[src/rtl/dac_spi_out.sv]
// dac_spi_out: serial output stage for the audio DAC.
// Frames each accepted 10-bit offset-binary sample as {CTRL_BITS, data, 2'b00},
// shifts it MSB first over SPI mode 0, then pulses LDAC so the analogue
// output updates once per sample.
//
// Ports:
//   sysclk   - system clock, rising edge
//   reset    - asynchronous active-high reset
//   tick     - one-cycle load strobe
//   data_in  - 10-bit sample, captured on the accepted tick
//   dac_cs_n - SPI chip select (active low)
//   dac_sck  - SPI clock, idles low
//   dac_sdi  - SPI data, MSB first
//   dac_ld_n - DAC latch strobe (active low)
//   busy     - frame in progress
//   overrun  - sticky: tick arrived while busy
module dac_spi_out #(
  parameter int         CLK_DIV   = 25,
  parameter logic [3:0] CTRL_BITS = 4'b0011
) (
  input  logic       sysclk,
  input  logic       reset,
  input  logic       tick,
  input  logic [9:0] data_in,
  output logic       dac_cs_n,
  output logic       dac_sck,
  output logic       dac_sdi,
  output logic       dac_ld_n,
  output logic       busy,
  output logic       overrun
);

  typedef enum logic [2:0] {
    S_IDLE, S_SETUP, S_SHIFT, S_HOLD, S_LDAC
  } state_t;

  state_t      state_q, state_d;
  logic [7:0]  cnt_q, cnt_d;
  logic [3:0]  bit_q, bit_d;
  logic        half_q, half_d;     // 0: SCK low half, 1: SCK high half
  logic [15:0] sreg_q, sreg_d;

  logic cs_n_q, cs_n_d;
  logic sck_q, sck_d;
  logic sdi_q, sdi_d;
  logic ld_n_q, ld_n_d;
  logic busy_q, busy_d;
  logic ovr_q, ovr_d;

  // A step ends each state/half after exactly CLK_DIV cycles.
  logic step;
  assign step = (cnt_q == 8'(CLK_DIV - 1));

  always_comb begin
    state_d = state_q;
    cnt_d   = (state_q == S_IDLE) ? 8'd0 : 8'(cnt_q + 8'd1);
    bit_d   = bit_q;
    half_d  = half_q;
    sreg_d  = sreg_q;

    unique case (state_q)
      S_IDLE: begin
        if (tick) begin
          sreg_d  = {CTRL_BITS, data_in, 2'b00};
          state_d = S_SETUP;
        end
      end
      S_SETUP: begin
        if (step) begin
          cnt_d   = 8'd0;
          bit_d   = 4'd0;
          half_d  = 1'b0;
          state_d = S_SHIFT;
        end
      end
      S_SHIFT: begin
        if (step) begin
          cnt_d = 8'd0;
          if (!half_q) begin
            half_d = 1'b1;
          end else begin
            // End of the high half: advance data on the falling edge.
            half_d = 1'b0;
            sreg_d = {sreg_q[14:0], 1'b0};
            bit_d  = 4'(bit_q + 4'd1);
            if (bit_q == 4'd15) state_d = S_HOLD;
          end
        end
      end
      S_HOLD: begin
        if (step) begin
          cnt_d   = 8'd0;
          state_d = S_LDAC;
        end
      end
      S_LDAC: begin
        if (step) begin
          cnt_d   = 8'd0;
          state_d = S_IDLE;
        end
      end
      default: state_d = S_IDLE;
    endcase

    // Outputs are registered copies of what the next state implies.
    cs_n_d = !(state_d == S_SETUP || state_d == S_SHIFT || state_d == S_HOLD);
    sck_d  = (state_d == S_SHIFT) && half_d;
    sdi_d  = (state_d == S_SETUP || state_d == S_SHIFT) ? sreg_d[15] : 1'b0;
    ld_n_d = (state_d != S_LDAC);
    busy_d = (state_d != S_IDLE);
    // busy_q is the pre-edge busy, so a tick on the final LDAC edge counts.
    ovr_d  = ovr_q | (tick & busy_q);
  end

  always_ff @(posedge sysclk or posedge reset) begin
    if (reset) begin
      state_q <= S_IDLE;
      cnt_q   <= 8'd0;
      bit_q   <= 4'd0;
      half_q  <= 1'b0;
      sreg_q  <= 16'd0;
      cs_n_q  <= 1'b1;
      sck_q   <= 1'b0;
      sdi_q   <= 1'b0;
      ld_n_q  <= 1'b1;
      busy_q  <= 1'b0;
      ovr_q   <= 1'b0;
    end else begin
      state_q <= state_d;
      cnt_q   <= cnt_d;
      bit_q   <= bit_d;
      half_q  <= half_d;
      sreg_q  <= sreg_d;
      cs_n_q  <= cs_n_d;
      sck_q   <= sck_d;
      sdi_q   <= sdi_d;
      ld_n_q  <= ld_n_d;
      busy_q  <= busy_d;
      ovr_q   <= ovr_d;
    end
  end

  assign dac_cs_n = cs_n_q;
  assign dac_sck  = sck_q;
  assign dac_sdi  = sdi_q;
  assign dac_ld_n = ld_n_q;
  assign busy     = busy_q;
  assign overrun  = ovr_q;

endmodule

[config.mk]
export PLATFORM = sky130hd
export DESIGN_NAME = dac_spi_out
export DESIGN_NICKNAME = d
export VERILOG_FILES = /design/src/rtl/dac_spi_out.sv
export SDC_FILE = /design/constraint.sdc
export NUM_CORES = 1
export LEC_CHECK = 0
export BUFFER_PORTS_ARGS = -buffer_cell sky130_fd_sc_hd__buf_2
export CORE_UTILIZATION = 50
export CTS_BUF_LIST = sky130_fd_sc_hd__clkbuf_4
export CTS_CLUSTER_SIZE = 10
export DETAILED_ROUTE_END_ITERATION = 10
export PLACE_DENSITY_LB_ADDON = 0.05
export SKIP_LAST_GASP = 1
export SLEW_MARGIN = 30
export SYNTH_ARGS = -nofsm -noshare
export SYNTH_HDL_FRONTEND = slang
export SYNTH_SLANG_ARGS = --single-unit
[constraint.sdc]
create_clock -name sysclk -period 2 [get_ports sysclk]
set_clock_uncertainty 0.05 [all_clocks]
set_input_delay 0.2 -clock sysclk [delete_from_list [all_inputs] [get_ports sysclk]]
set_output_delay 0.2 -clock sysclk [all_outputs]
set_load 0.1 [all_outputs]
=== Word-level counts from Yosys, hierarchy flattened ===
Index checks and enable logic that the tools add are counted.
W data, S select, Z words.

* Register bits: 38
* Input bits: 13
* Output and inout port bits: 6
* Word-level logic and storage cells: 65

* Add/sub/neg operators: 2
* Equality and inequality tests: 14
* Multiplexer cells: 24
* Bitwise operators: 2
* Reductions and logical operators: 11

{| class="wikitable"
|+ Operators with widths
! kind !! count
|-
| $mux W16 || 3
|-
| $pmux W16 S2 || 1
|-
| $mux W8 || 3
|-
| $mux W3 || 7
|-
| $pmux W3 S5 || 1
|-
| $eq A3 B2 Y1 const B || 4
|-
| $mux W4 || 3
|-
| $add A8 B1 Y8 const B || 1
|-
| $eq A8 B5 Y1 const B || 1
|-
| $ne A2 B2 Y1 const B || 4
|-
| $pmux W4 S2 || 1
|-
| $reduce_and A4 Y1 || 2
|-
| $eq A3 B1 Y1 const B || 2
|-
| $add A4 B1 Y4 const B || 1
|-
| $eq A4 B4 Y1 const B || 1
|-
| $mux W1 || 4
|-
| $reduce_bool A2 Y1 || 2
|-
| $reduce_or A4 Y1 || 1
|-
| $eq A3 B3 Y1 const B || 1
|-
| $logic_not A3 Y1 || 1
|-
| $ne A3 B3 Y1 const B || 1
|-
| $reduce_bool A3 Y1 || 1
|-
| $logic_or A1 B1 Y1 || 2
|-
| $pmux W1 S2 || 1
|-
| other kinds (4) || 4
|}

=== Logic depth before layout (Yosys ltp) ===
Gate-level depths: netlist of the first run.

* Depth after elaboration: 9
* Mapped depth: 10
* Depth with buffers taken out: 10

=== Worst setup path after synthesis of the first run ===
Ideal clock, no wire load.

* Path kind: reg-to-reg
* From: register cnt_q[0]
* To: register sck_q, in the netlist dac_sck
* Setup time: 88 ps
* Arrival time: 1821 ps
* Required time: 1862 ps
* Path slack: 41 ps
* Stages on the path, launching flop included: 11
* Buffers on the path: 0
* Period minus slack after synthesis: 1959 ps
* Cells stage by stage: dfrtp_1 inv_1 ha_1 and4bb_4 and2_4 inv_1 ha_1 nor3_1 a21oi_1 o21ai_0 nor3b_1

* Elaborated cells between the ends (all ways): 11
* Those cells by class: eq/ne: 2; mux: 8; reduce/logical: 1

{| class="wikitable"
|+ RTL lines
! element !! RTL line !! text
|-
| from (decl) || 38 || <nowiki>logic [7:0] cnt_q, cnt_d;</nowiki>
|-
| from (signal assigned) || 130 || <nowiki>cnt_q <= cnt_d;</nowiki>
|-
| $eq A8 B5 Y1 (*) || 52 || <nowiki>assign step = (cnt_q == 8'(CLK_DIV - 1));</nowiki>
|-
| $mux W1 (on tied branches) || 77, 69 ||
|-
| $pmux W1 S2 (*) || 61 || <nowiki>unique case (state_q)</nowiki>
|-
| via half_d || 40 || <nowiki>logic half_q, half_d;</nowiki>
|-
| $logic_and A1 B1 Y1 (*) || 107 || <nowiki>sck_d = (state_d == S_SHIFT) && half_d;</nowiki>
|-
| via sck_d || 44 || <nowiki>logic sck_q, sck_d;</nowiki>
|-
| to (signal assigned) || 135 || <nowiki>sck_q <= sck_d;</nowiki>
|-
| to (decl) || 44 ||
|}

The timed path passes the listed nets; every way through them passes the cells marked *.
A chain may end at the register's enable or synchronous reset.

=== Worst setup path after layout of the first run ===
* From: register cnt_q[0]
* To: register busy_q, in the netlist busy

* Longest elaborated chain between the ends: 4
* Elaborated cells between the ends (all ways): 7
* Those cells by class: eq/ne: 1; mux: 5; reduce/logical: 1

{| class="wikitable"
|+ RTL lines
! element !! RTL line !! text
|-
| $eq A8 B5 Y1 (*) || 52 ||
|-
| $mux W3 (on tied branches) || -- ||
|-
| $pmux W3 S5 (*) || 61 ||
|-
| via state_d[0] || 37 || <nowiki>state_t state_q, state_d;</nowiki>
|-
| $reduce_bool A3 Y1 (*) || 110 || <nowiki>busy_d = (state_d != S_IDLE);</nowiki>
|-
| via busy_d || 47 || <nowiki>logic busy_q, busy_d;</nowiki>
|-
| to (signal assigned) || 138 || <nowiki>busy_q <= busy_d;</nowiki>
|-
| to (decl) || 47 ||
|}

Marked as above.

==> results of run 1 <==
[cell type report]
cell class / instances / share of cell area
timing repair buffer: 31 / 0.0980
multi-input combinational: 114 / 0.367
clock inverter: 2 / 0.0165
tap: 44 / 0.0269
clock buffer: 6 / 0.0220
inverter: 8 / 0.0147
sequential: 37 / 0.454
[cell families after synthesis]
group,Yosys count,synth area share
XOR/XNOR,9,0.0462
buffers and inverters,13,0.0344
adder cells (fa/ha/maj),5,0.0352
flip-flops,37,0.544
AO/OA/AOI/OAI,29,0.121
AND/OR/NAND/NOR,71,0.220
[cells in the final DEF, fill, tap and decap left out, drive strengths merged]
| cell type | instances |
|---|---|
| a21o | 1 |
| a21oi | 7 |
| a22o | 1 |
| a22oi | 11 |
| a311o | 1 |
| and2 | 3 |
| and2b | 1 |
| and3 | 6 |
| and3b | 1 |
| and4bb | 2 |
| buf | 26 |
| bufinv | 1 |
| clkbuf | 6 |
| clkinv | 1 |
| dfrtp | 35 |
| dfstp | 2 |
| dlygate4sd3 | 5 |
| ha | 4 |
| inv | 8 |
| maj3 | 1 |
| nand2 | 27 |
| nand2b | 2 |
| nand3 | 6 |
| nand4 | 1 |
| nor2 | 16 |
| nor2b | 1 |
| nor3 | 1 |
| nor3b | 2 |
| o2111a | 1 |
| o211ai | 1 |
| o21ai | 6 |
| or2b | 1 |
| or3 | 1 |
| xnor2 | 2 |
| xor2 | 7 |
[critical path: stages (launching register included)]
cell	delay (ns)
dfrtp_1	0.36
inv_1	0.04
ha_1	0.18
and4bb_4	0.20
and2_4	0.14
buf_4	0.14
a311o_4	0.34
or3_1	0.37
[worst paths after layout]
path	from	end	slack, ns	cells past startpoint
min reg2reg	overrun$_DFF_PP0_	overrun$_DFF_PP0_	0.41	1
max in group asynchronous	reset	dac_ld_n$_DFF_PP1_	1.11	4
min in group asynchronous	reset	bit_q[1]$_DFFE_PP0P_	0.44	4
min	tick	overrun$_DFF_PP0_	0.02	2
max reg2reg	cnt_q[0]$_DFF_PP0_	busy$_DFF_PP0_	0.06	7
max	cnt_q[0]$_DFF_PP0_	busy$_DFF_PP0_	0.06	7
[sequential cells by signal (all words and copies together), names as in the netlist]
| register | cells |
|---|---|
| dac_ld_n | 1 |
| bit_q | 4 |
| dac_sdi | 1 |
| busy | 1 |
| sreg_q | 15 |
| overrun | 1 |
| half_q | 1 |
| state_q | 3 |
| cnt_q | 8 |
| dac_sck | 1 |
| dac_cs_n | 1 |
[power by group through the flow]
stage                     clock network (mW)  logic, mW  registers [mW]
after floorplan                            0      0.358            1.13
after global placement                     0      0.601            1.04
after detailed placement                   0      0.616            1.05
after CTS                              0.531      0.627            1.04
after global routing                   0.554      0.706            1.06
final                                  0.512      0.636            1.04
[what timing repair did]
item,CTS,global route
hold buffers,4,1
pin swaps,0,1
endpoints found under the setup margin,1,7
hold endpoints to repair,38,1
resized for setup,1,5
buffers inserted,0,0
[layer usage]
metal	GRT usage	up-vias
met4	0.104	0
met1	0.216	606
li1	-	621
met3	0.0576	10
met2	0.345	26
met5	0	-
[per-stage QoR]
step                std cells  utilization
finish                    242        0.648
global placement          229        0.598
CTS                       241        0.637
floorplan                 164            -
global route              242        0.648
detailed placement        229        0.598
==> flow_summary_export.csv, run 1 <==
group,metric,value,unit
clock_tree,cts.sinks,37,
layout,register_area,928,sq um
global_routing,grt_max_degree,38,
routing,routed_wirelength,3160,um
global_routing,grt_use_total,0.197,
placed_design,place.gp.congestion,0.838,
clock_tree,clk_pin_slew_worst_paths,0.11,ns
synthesis,synthTopCellsByCount,"dfrtp_1, nand2_1, nor2_1",
synthesis,postSynthAreaPerCell,10.4,sq um
sta,holdWs,0.0224,ns
pwr,p_leak,1.00,nW
die,die_h,60.4,um
pwr,p_sw,727,uW
sta,fin_crit_sh,0.969,
clock_tree,cts-root-buf,"clkbuf_4",
sta,hold_viol_final,0,
pwr,switching_share,0.332,
sta,setup_viol,0,
worst_setup_path,crit_type,"flip-flop to flip-flop",
worst_setup_path,crit_required,2.18,ns
layout,fin_nets,214,
routing,top_layer,"met4",
placed_design,io_buffers,18,
synthesis,synth.most_common_cell,"dfrtp_1",
synthesis,ys_seq_elements,37,
status,outcome,"finished, final reports clean",
routing,drt_iter0_drc,59,
layout,stdcell_area,2040,sq um
synthesis,netlist_area,1710,sq um
worst_setup_path,startpoint_type,"flip-flop",
routing,wl_met1,1400,um
pwr,power,2.19,mW
routing,dr.pass1.iters,4,
layout,nFillCells,259,
clock_tree,worstSkewPairLatency,0.34,ns
routing,dr_wl_met2,1540,um
run,maxCapViolCount,0,
pwr,pwr-share-clk,0.234,
pwr,peakVddDrop,0.591,mV
synthesis,syn_nets,181,
routing,route.met3.wl,134,um
synthesis,synth_cell_types,41,
synthesis,synth_edf_count,0,
clock_tree,tritoncts,"done",
clock_tree,cts.path.max_buffers,2,
placed_design,post-place-ws,-0.00249,ns
synthesis,synth_cells,164,
die,dieArea,3650,sq um
sta,tightest_slew,0.484,ns
sta,maxSlewViolCount,0,
die,die_w,60.4,um
global_routing,grt_pass1_wl,5180,um
die,core,3150,sq um
global_routing,overflow,0,
synthesis,synthArstFlopShare,1.00,
layout,layout-drive-gt1-share,0.253,
synthesis,ys.flop_type,"dfrtp_1",
placed_design,hpwlAfterDp,2100,um
routing,via_per_inst,5.22,
sta,setup_tns,0,ns
worst_setup_path,worstSetupEndpointType,"flip-flop",
die,num_rows,20,
pwr,sequentialPowerShare,0.476,
routing,wl_per_cell,13.0,um
placed_design,placed_cell_area,1880,sq um
sta,rsz0062_at_grt,"true",
synthesis,yosysTopAreaCell,"dfrtp_1",
synthesis,synth_seq_area_share,0.544,
global_routing,grt_pass1_vias,1231,
sta,min_period,1.94,ns
synthesis,yosysWarnings,0,
worst_setup_path,crit_arrival,2.12,ns
worst_hold_path,hold_class,"input pin to flip-flop",
routing,ant_nets,0,
clock_tree,cts_buffers,5,
layout,synthToLayoutAreaGrowth,19.6,%
sta,fmaxAchievable,516,MHz
routing,drc,0,
global_routing,antenna_found_initial,0,
pwr,intPower,1.46,mW
sta,relSlewSlack,0.679,
layout,multi_input_area,751,sq um
clock_tree,h-tree-depth,2,
synthesis,synthTopCellsByArea,"dfrtp_1, nand2_1, a22oi_1, xor2_1, nor2_1",
sta,fin_ws,0.0617,ns
worst_setup_path,crit_fanout,5,
pwr,power.share.combinational,0.290,
routing,num_vias,1263,
synthesis,netlist.area_leader.share,0.513,
die,io-pin-count,19,
die,initial_utilization,0.542,
pwr,p_per_area,1070,nW/um^2
layout,diodes,0,
Power figures use the tool's default switching activity.
==> run 2, diff against run 1 <==
Settings changed: SETUP_SLACK_MARGIN set to 0.1.
==> run 2 against run 1 <==
  * Sequential cell count stayed put
  * Global-route usage up 1.4 points
  * First-iteration DRC count down 1.7%
  * Clock-buffer cell count unchanged
  * Combinational power is 2% lower
  * Critical path depth unchanged
  * Final area decreased by 1.2%
  * Routed wire length is 0.48% higher
  * Non-clock buffer count down 4
  * Via count about the same
==> flow_summary_export.csv, run 2 (synthesis gave the netlist of run 1 again) <==
group,metric,value,unit
routing,dr.pass1.iters,4,
routing,drt_iter0_drc,58,
die,die_h,60.4,um
worst_setup_path,cp_slowest_cell,"dfrtp_1",
routing,drc,0,
worst_setup_path,cp_top_family,"simple AND/OR/NAND/NOR gates",
pwr,pwr-share-clk,0.234,
global_routing,overflow,0,
worst_setup_path,startpoint_type,"flip-flop",
die,die_w,60.4,um
clock_tree,clk_pin_slew_worst_paths,0.11,ns
die,dieArea,3650,sq um
worst_setup_path,path_cells,"inv_1 > ha_1 > and4bb_4 > buf_4 > a21oi_2 > a311o_4 > or3_1",
global_routing,grt_max_degree,38,
clock_tree,cts-root-buf,"clkbuf_4",
worst_hold_path,hold_class,"input pin to flip-flop",
worst_setup_path,crit_arrival,2.05,ns
worst_setup_path,crit_required,2.17,ns
worst_setup_path,cpPeakStageDelay,0.39,ns
worst_setup_path,rr_startpoint,"cnt_q[0]$_DFF_PP0_",
clock_tree,h-tree-depth,2,
global_routing,grt_pass1_wl,5580,um
layout,largest_reg_flops,15,
pwr,p_per_area,1080,nW/um^2
layout,layoutNonFillerInstCount,238,
layout,layout-drive-gt1-share,0.278,
sta,hold_viol_final,0,
die,initial_utilization,0.542,
sta,rsz0062_at_grt,"true",
worst_setup_path,crit_fanout,5,
worst_setup_path,worstSetupEndpointType,"flip-flop",
clock_tree,cts.path.max_buffers,2,
die,io-pin-count,19,
layout,nFillCells,279,
clock_tree,cts.sinks,37,
pwr,sequentialPowerShare,0.482,
pwr,intPower,1.45,mW
global_routing,grt_pass1_vias,1229,
placed_design,io_buffers,18,
layout,top_register,"sreg_q",
global_routing,grt_use_total,0.211,
sta,relSlewSlack,0.680,
routing,num_vias,1262,
die,core,3150,sq um
clock_tree,worstSkewPairLatency,0.33,ns
placed_design,hpwlAfterDp,2100,um
worst_setup_path,crit_type,"flip-flop to flip-flop",
sta,setup_tns,0,ns
pwr,peakVddDrop,0.671,mV
pwr,p_sw,731,uW
layout,reg_top3,"sreg_q (15), cnt_q (8), bit_q (4)",
sta,setup_viol,0,
layout,diodes,0,
layout,fin_util,0.640,
clock_tree,tritoncts,"done",
pwr,power.share.combinational,0.284,
routing,wl_per_cell,13.3,um
status,outcome,"finished, final reports clean",
placed_design,dp_cells,225,
sta,fin_ws,0.126,ns
clock_tree,cts_buffers,5,
layout,fin_nets,210,
die,num_rows,20,
routing,via_per_inst,5.30,
layout,synthToLayoutAreaGrowth,18.2,%
layout,layout_commonest_cell,"dfrtp_1",
routing,ant_nets,0,
layout,mostFrequentLayoutCells,"dfrtp_1, nand2_1, buf_2, nor2_1, a22oi_1",
sta,min_period,1.87,ns
placed_design,post-place-ws,0.0323,ns
pwr,switching_share,0.335,
sta,tightest_slew,0.484,ns
run,maxCapViolCount,0,
global_routing,antenna_found_initial,0,
sta,fmaxAchievable,534,MHz
sta,maxSlewViolCount,0,
worst_setup_path,crit_start,"cnt_q[0]$_DFF_PP0_",
routing,routed_wirelength,3170,um
sta,fin_crit_sh,0.937,
placed_design,place.gp.congestion,0.872,
pwr,p_leak,1.00,nW
worst_setup_path,critPathBufInv,2,
worst_hold_path,hp-start,"data_in[6]",
[run 2: metal layers]
layer  vias up  GRT usage  wire [um]
met5         -          0          0
met4         0      0.110         78
met3         9     0.0384        107
met2        27      0.328       1540
met1       607      0.283       1440
li1        619          -          -
[run 2: layout make-up]
| type | instances | area, sq um | area share |
|---|---|---|---|
| timing repair buffer | 27 | 160 | 0.0794 |
| clock inverter | 2 | 33.8 | 0.0167 |
| tap | 44 | 55.1 | 0.0273 |
| inverter | 8 | 30.0 | 0.0149 |
| sequential | 37 | 928 | 0.460 |
| clock buffer | 6 | 45.0 | 0.0223 |
| multi-input combinational | 114 | 766 | 0.379 |
[run 2: worst paths after layout]
path,to,slack [ns],cells after the start
max in group asynchronous,dac_cs_n$_DFF_PP1_,1.10,4
min in group asynchronous,sreg_q[2]$_DFFE_PP0P_,0.45,4
setup reg to reg,busy$_DFF_PP0_,0.13,7
hold reg to reg,overrun$_DFF_PP0_,0.41,1
hold / removal,sreg_q[8]$_DFFE_PP0P_,0.02,3
setup / recovery,busy$_DFF_PP0_,0.13,7
[run 2: metrics by stage]
stage               hold slack (ns)  power (mW)  cell area [sq um]
CTS                         0.00772        2.17               1980
detailed placement            0.277        1.65               1860
finish                       0.0212        2.18               2020
global placement              0.267        1.62               1860
global route                0.00316        2.34               2020
floorplan                     0.267        1.49               1710
[run 2: worst register-to-register path, stage by stage (launching register included)]
cell      delay (ns)
dfrtp_1         0.39
inv_1           0.06
ha_1            0.13
and4bb_4        0.26
buf_4           0.11
a21oi_2         0.04
a311o_4         0.35
or3_1           0.38
[run 2: power by group through the flow]
stage                     Sequential [mW]  Combinational [mW]  Clock [mW]
after detailed placement             1.06               0.583           0
after global routing                 1.08               0.700       0.557
after global placement               1.05               0.564           0
after CTS                            1.05               0.599       0.524
after floorplan                      1.13               0.360           0
final                                1.05               0.621       0.510
[run 2: timing repair]
item / CTS / global route
endpoints found under the hold margin: 35 / 0
setup endpoints to repair: 1 / 20
buffers inserted: 2 / 2
gates resized for setup: 3 / 6
pin swaps: 1 / 2
hold buffers: 1 / 0
